<file path="config.mk">
export PLATFORM = sky130hd
export DESIGN_NAME = key_sw_debouncer
export DESIGN_NICKNAME = d
export VERILOG_FILES = /design/src/rtl/key_sw_debouncer.sv
export SDC_FILE = /design/constraint.sdc
export NUM_CORES = 1
export LEC_CHECK = 0
export ABC_AREA = 0
export CORE_ASPECT_RATIO = 0.7
export CORE_MARGIN = 10
export CORE_UTILIZATION = 24
export CTS_BUF_LIST = sky130_fd_sc_hd__clkbuf_16
export DETAILED_ROUTE_END_ITERATION = 10
export GPL_TIMING_DRIVEN = 0
export PLACE_DENSITY = 0.46
export SLEW_MARGIN = 20
export SYNTH_ARGS = -nofsm -noshare
export SYNTH_HDL_FRONTEND = slang
export SYNTH_SLANG_ARGS = --single-unit
</file>
<file path="constraint.sdc">
create_clock -name MAX10_CLK1_50 -period 2.4 [get_ports MAX10_CLK1_50]
set_input_delay 0.48 -clock MAX10_CLK1_50 [delete_from_list [all_inputs] [get_ports MAX10_CLK1_50]]
set_output_delay 0.48 -clock MAX10_CLK1_50 [all_outputs]
set_load 0.1 [all_outputs]
</file>
<file path="src/rtl/key_sw_debouncer.sv">
// Board-input conditioning: synchronises and debounces the active-low KEY[0]
// button and the slide-switch vector, producing clean levels and one-cycle pulses.
module key_sw_debouncer #(
  parameter int CNT_MAX = 500000,
  parameter int SW_W    = 8
) (
  input  logic            MAX10_CLK1_50,
  input  logic            RESET_N,
  input  logic            KEY_IN,
  input  logic [SW_W-1:0] SW_IN,
  output logic            KEY_LEVEL,
  output logic            KEY_PRESS,
  output logic            KEY_RELEASE,
  output logic [SW_W-1:0] SW_OUT,
  output logic            SW_CHG,
  output logic [1:0]      KEY_STATE_DBG
);

  localparam int            CW       = $clog2(CNT_MAX);
  localparam logic [CW-1:0] CNT_LAST = CW'(CNT_MAX - 1);

  typedef enum logic [1:0] {
    IDLE         = 2'd0,
    PRESS_WAIT   = 2'd1,
    HELD         = 2'd2,
    RELEASE_WAIT = 2'd3
  } key_state_e;

  logic            key_sync1_q, key_sync1_d;
  logic            key_sync2_q, key_sync2_d;
  logic [SW_W-1:0] sw_sync1_q,  sw_sync1_d;
  logic [SW_W-1:0] sw_sync2_q,  sw_sync2_d;
  logic [SW_W-1:0] sw_prev_q,   sw_prev_d;

  key_state_e      state_q,       state_d;
  logic [CW-1:0]   kcnt_q,        kcnt_d;
  logic            key_level_q,   key_level_d;
  logic            key_press_q,   key_press_d;
  logic            key_release_q, key_release_d;

  logic [CW-1:0]   scnt_q,        scnt_d;
  logic [SW_W-1:0] sw_out_q,      sw_out_d;
  logic            sw_chg_q,      sw_chg_d;

  logic            k_s;

  // Synchroniser chains; key resets to the released (high) level.
  always_comb begin
    key_sync1_d = KEY_IN;
    key_sync2_d = key_sync1_q;
    sw_sync1_d  = SW_IN;
    sw_sync2_d  = sw_sync1_q;
    sw_prev_d   = sw_sync2_q;
  end

  always_ff @(posedge MAX10_CLK1_50 or negedge RESET_N) begin
    if (!RESET_N) begin
      key_sync1_q <= 1'b1;
      key_sync2_q <= 1'b1;
      sw_sync1_q  <= '0;
      sw_sync2_q  <= '0;
      sw_prev_q   <= '0;
    end else begin
      key_sync1_q <= key_sync1_d;
      key_sync2_q <= key_sync2_d;
      sw_sync1_q  <= sw_sync1_d;
      sw_sync2_q  <= sw_sync2_d;
      sw_prev_q   <= sw_prev_d;
    end
  end

  assign k_s = ~key_sync2_q;

  // Key FSM: the counter restarts at zero on every state entry.
  always_comb begin
    state_d       = state_q;
    kcnt_d        = kcnt_q;
    key_level_d   = key_level_q;
    key_press_d   = 1'b0;
    key_release_d = 1'b0;
    unique case (state_q)
      IDLE: begin
        if (k_s) begin
          state_d = PRESS_WAIT;
          kcnt_d  = '0;
        end
      end
      PRESS_WAIT: begin
        if (!k_s) begin
          state_d = IDLE;
          kcnt_d  = '0;
        end else if (kcnt_q == CNT_LAST) begin
          state_d     = HELD;
          kcnt_d      = '0;
          key_level_d = 1'b1;
          key_press_d = 1'b1;
        end else begin
          kcnt_d = kcnt_q + 1'b1;
        end
      end
      HELD: begin
        if (!k_s) begin
          state_d = RELEASE_WAIT;
          kcnt_d  = '0;
        end
      end
      RELEASE_WAIT: begin
        if (k_s) begin
          state_d = HELD;
          kcnt_d  = '0;
        end else if (kcnt_q == CNT_LAST) begin
          state_d       = IDLE;
          kcnt_d        = '0;
          key_level_d   = 1'b0;
          key_release_d = 1'b1;
        end else begin
          kcnt_d = kcnt_q + 1'b1;
        end
      end
      default: begin
        state_d = IDLE;
        kcnt_d  = '0;
      end
    endcase
  end

  always_ff @(posedge MAX10_CLK1_50 or negedge RESET_N) begin
    if (!RESET_N) begin
      state_q       <= IDLE;
      kcnt_q        <= '0;
      key_level_q   <= 1'b0;
      key_press_q   <= 1'b0;
      key_release_q <= 1'b0;
    end else begin
      state_q       <= state_d;
      kcnt_q        <= kcnt_d;
      key_level_q   <= key_level_d;
      key_press_q   <= key_press_d;
      key_release_q <= key_release_d;
    end
  end

  // Switch vector only lands once it has sat unchanged for CNT_MAX cycles,
  // so multi-bit moves update atomically.
  always_comb begin
    scnt_d   = scnt_q;
    sw_out_d = sw_out_q;
    sw_chg_d = 1'b0;
    if ((sw_sync2_q != sw_prev_q) || (sw_sync2_q == sw_out_q)) begin
      scnt_d = '0;
    end else if (scnt_q == CNT_LAST) begin
      scnt_d   = '0;
      sw_out_d = sw_sync2_q;
      sw_chg_d = 1'b1;
    end else begin
      scnt_d = scnt_q + 1'b1;
    end
  end

  always_ff @(posedge MAX10_CLK1_50 or negedge RESET_N) begin
    if (!RESET_N) begin
      scnt_q   <= '0;
      sw_out_q <= '0;
      sw_chg_q <= 1'b0;
    end else begin
      scnt_q   <= scnt_d;
      sw_out_q <= sw_out_d;
      sw_chg_q <= sw_chg_d;
    end
  end

  assign KEY_LEVEL     = key_level_q;
  assign KEY_PRESS     = key_press_q;
  assign KEY_RELEASE   = key_release_q;
  assign SW_OUT        = sw_out_q;
  assign SW_CHG        = sw_chg_q;
  assign KEY_STATE_DBG = state_q;

endmodule

</file>
=== Word level (Yosys, flattened, before mapping) ===
Cells that the tools add are included.
W data, S select, Z words.

* Bits in read-only memories: 0
* Input bits: 11
* Logic and storage cells: 65
* Output and inout bits: 14
* Flip-flop bits (word level): 78
* Bits in latches: 0
* Memories: 0
* Bits in writable memories: 0

* Bitwise gates (word level): 1
* Div/mod/pow operators: 0
* $add $sub $neg: 2
* Reductions and logical operators: 7
* Magnitude comparators: 0
* Multiplexer cells: 27
* Equality and inequality tests: 15
* Shift operators: 0
* $mul: 0

{| class="wikitable"
|+ Operators by type and width
! kind !! number
|-
| $mux W19 || 7
|-
| $pmux W19 S4 || 1
|-
| $add A19 B1 Y19 const B || 2
|-
| $eq A19 B19 Y1 const B || 2
|-
| $mux W2 || 6
|-
| $ne A2 B2 Y1 const B || 6
|-
| $mux W1 || 11
|-
| $eq A8 B8 Y1 || 1
|-
| $ne A8 B8 Y1 || 1
|-
| $pmux W2 S4 || 1
|-
| $ne A3 B3 Y1 const B || 2
|-
| $reduce_and A5 Y1 || 1
|-
| $eq A2 B2 Y1 const B || 2
|-
| $reduce_and A2 Y1 || 2
|-
| $reduce_and A4 Y1 || 1
|-
| $eq A2 B1 Y1 const B || 1
|-
| $logic_not A2 Y1 || 1
|-
| $pmux W1 S2 || 1
|-
| $reduce_bool A2 Y1 || 1
|-
| $logic_or A1 B1 Y1 || 1
|-
| $not A1 Y1 || 1
|}

=== Longest topological paths before layout ===
* Depth after elaboration: 4
* Mapped depth: 9
* Mapped depth without buffers: 6

=== Worst setup path before layout ===
No wires, ideal clock.

* Path kind: register -> register
* From: register sw_out_q[6] (netlist: SW_OUT[6])
* To: register sw_out_q[0] (netlist: SW_OUT[0])
* Arrival time: 2.112 ns
* Stages on the path, launching flop included: 7
* Path slack: 0.162 ns
* Library setup time: 0.126 ns
* Required time: 2.274 ns
* Buffers on the path: 1
* Clock period less this slack: 2.238 ns
* Cells stage by stage: dfrtp_1 -> xnor2_1 -> nand4_1 -> o211ai_1 -> nand2b_1 -> buf_2 -> mux2_2

* Longest elaborated chain between the ends: 4

{| class="wikitable"
|+ Ends and longest elaborated chain
! what !! RTL line !! text
|-
| start: declaration || 42 || <nowiki>logic [SW_W-1:0] sw_out_q, sw_out_d;</nowiki>
|-
| start signal: assignment || 167 || <nowiki>sw_out_q <= sw_out_d;</nowiki>
|-
| $eq A8 B8 Y1 || 149 || <nowiki>if ((sw_sync2_q != sw_prev_q) || (sw_sync2_q == sw_out_q)) begin</nowiki>
|-
| $logic_or A1 B1 Y1 || 149 ||
|-
| $not A1 Y1 (no line) || -- ||
|-
| $reduce_and A2 Y1 (no line) || -- ||
|}

No other way between the ends.
A chain may end at the register's enable or synchronous reset.

=== Worst setup path in the final report ===
* From: register sw_out_q[3] (netlist: SW_OUT[3])
* To: output port SW_OUT[3]

{| class="wikitable"
|+ RTL lines
! what !! RTL line !! text
|-
| end: declaration || 14 || <nowiki>output logic [SW_W-1:0] SW_OUT,</nowiki>
|}

No word-level cell between the ends.

==> out/results.ini <==
[yosys]
synth.area.top_cells=dfrtp_1 (56%), xor2_1 (5.9%), xnor2_1 (3.6%)
seq_area_frac_synth_pct=57.6
syn-num-nets=316
yosys.area.top_type_share_pct=56.1
netlist_area_mm2=0.00339
syn_inst=303
postSynthAreaPerCell_um2=11.2
synthDistinctLibCells=41
synth_top_cell_by_area=dfrtp_1
yosysWarnings=0
yosys_register_bits=78

[timing]
relSlewSlack_pct=33.7
fin_ws_ns=0.0411
post-route-period-util_pct=98.3
hold_viol=0
layout_min_cycle_time_ns=2.36
fmaxAchievable_ghz=0.424
finalSetupViolCount=0
slew_viol_final=0
fin_skew_ns=0.00635
grt_setup_unrepaired=no
worst_pin_slew_ns=0.991
whs_ns=0.0686

[detailed_routing]
dr.pass1.iters=4
num_vias=2342
wl_mm=7.07
dr.first_iter.drc_count=190
wl_per_cell_um=13.3
drcViolationCount=0
via_per_inst=4.39
ant_nets=0

[floorplanning]
die_h_um=119
die-area_mm2=0.0194
rows=36
ios=25
fp.coreArea_mm2=0.0139
die_x_um=162
start_util_pct=24.4

[critical_path]
cpMaxStageDelayCell=clkdlybuf4s50_1
crit_path_end_kind=output port
cp.arrival_ns=1.88
path_cells=clkdlybuf4s50_1
max_stage_delay_ns=1.16
start_kind=register
required_ns=1.92
crit_buf_inv=1
path_delay_family=buffers and inverters
path_class=register to output port
critPathMaxFanout=3

[layout]
final_common_cell=dfrtp_1
fin_nets=351
mostFrequentLayoutCells=dfrtp_1 (76), nand2_1 (28), nor2_1 (27)
final_util_pct=30.3
final_cells=533
diodes=0
syn_to_final_growth_pct=24.1
drive_gt1_share_pct=12.5

[power]
p_sw_share_pct=23.1
design_power_total_mw=2.87
pwr-share-comb_pct=3.7
p_per_area_mw_per_mm2=680
p_int_mw=2.20
peakVddDrop_v=0.000325
pwr-share-clk_pct=48.7
p_switching_mw=0.662
power_leakage_nw=1.84
p_seq_share_pct=47.6

[clock_network]
clockRootBuffer=clkbuf_16
cts_buffers=9
path_clk_slew_ns=0.06
clock_path_buffers=2
cts_hold_buf=0
cts-htree-levels=3
cts.sinks=78
cts_tree=yes
clk-insertion-delay-late_ns=0.34

[worst_hold_path]
min_path_type=primary input to asynchronous set/reset pin

[place]
gp_congestion=0.756
dp.cells=518
pre_cts_slack_ns=0.0611
io_buffers=24
hpwl_mm=4.88

[global_routing]
grt_pass1_vias=2345
grt_usage_pct=7.60
overflow=0
grt_pass1_wl_mm=12.1
grt_max_degree=51
grt_antenna_before_repair=0

[run_status]
status=completed

[run]
cap_violations=0

-- metrics by stage --
stage	TNS, ns	area (um^2)
after floorplan	0	3390
after global placement	-154.28	3870
after detailed placement	0	3890
after CTS	0	4200
after global routing	0	4210
final	0	4210
-- cell usage after synthesis (all sizes together) --
cell,number
clkbuf,3
and3,5
o31ai,1
or4b,1
or3,2
a21o,1
inv,7
xnor2,14
a31oi,8
nand2b,4
xor2,23
nor4,10
o41a,1
or2,3
o211ai,2
buf,5
dfrtp,76
nor3,3
ha,2
a22o,6
nand3b,1
mux2i,1
nand2,28
nand3,17
mux2,9
dfstp,2
and4,3
a21oi,12
nor2,27
nand4,8
or4bb,2
o21ai,6
and2,4
or4,4
a41oi,2
-- cells by family after synthesis --
| logic type | Yosys count | share of synthesized area, % |
|---|---|---|
| fa+ha+maj | 2 | 0.738 |
| buf+inv | 15 | 1.96 |
| simple gates | 122 | 19.2 |
| mux | 10 | 3.28 |
| xor+xnor | 37 | 9.55 |
| compound gates | 39 | 7.67 |
| flops | 78 | 57.6 |
-- routing by layer --
metal	vias to the layer above	wire length, um	track usage [%]	part of all wire [%]
li1	1141	-	-	-
met1	1169	3830	11.0	54
met2	24	2940	10.0	42
met3	8	244	2.92	3.5
met4	0	57	2.44	0.81
met5	-	0	0	0
-- power groups by stage --
stage          Sequential (mW)  Clock [mW]  Combinational [mW]
3_5_place_dp              1.39           0               0.111
6_report                  1.36        1.40               0.107
4_1_cts                   1.36        1.44               0.110
2_1_floorplan             1.39           0              0.0406
5_1_grt                   1.37        1.50               0.120
3_3_place_gp              1.39           0               0.105
-- sequential cells by signal, indices dropped and copies added, names as in the netlist, named ones only --
register       flops
kcnt_q            19
KEY_STATE_DBG      1
KEY_LEVEL          1
KEY_RELEASE        1
SW_OUT             8
SW_CHG             1
sw_sync1_q         8
key_sync2_q        1
sw_prev_d          8
scnt_q            19
key_sync1_q        1
sw_prev_q          8
KEY_PRESS          1
-- what timing repair did --
item	4_1_cts	5_1_grt
resized for setup	2	6
cloned	0	0
setup endpoints to repair	2	24
setup buffers	0	0
-- layout make-up --
| type | instances | area [um^2] |
|---|---|---|
| Sequential cell | 78 | 1950 |
| Fill cell | 1458 | 9660 |
| Timing Repair Buffer | 25 | 278 |
| Tap cell | 190 | 238 |
| Buffer | 7 | 36.3 |
| Clock buffer | 9 | 225 |
| Inverter | 7 | 26.3 |
| Clock inverter | 7 | 81.3 |
| Multi-Input combinational cell | 210 | 1370 |
-- final timing paths --
check,endpoint,slack [ns],startpoint,depth (start not counted)
max,SW_OUT[3],0.04,SW_OUT[3],1
min,scnt_q[17],0.07,RESET_N,1
max reg2reg,kcnt_q[10],0.16,kcnt_q[11],6
min reg2reg,sw_prev_d[4],0.34,sw_sync1_q[4],0
max in group asynchronous,key_sync1_q,1.69,RESET_N,2
min in group MAX10_CLK1_50,sw_prev_d[4],0.34,sw_sync1_q[4],0
Note: power is estimated with default switching activity, not from simulation.
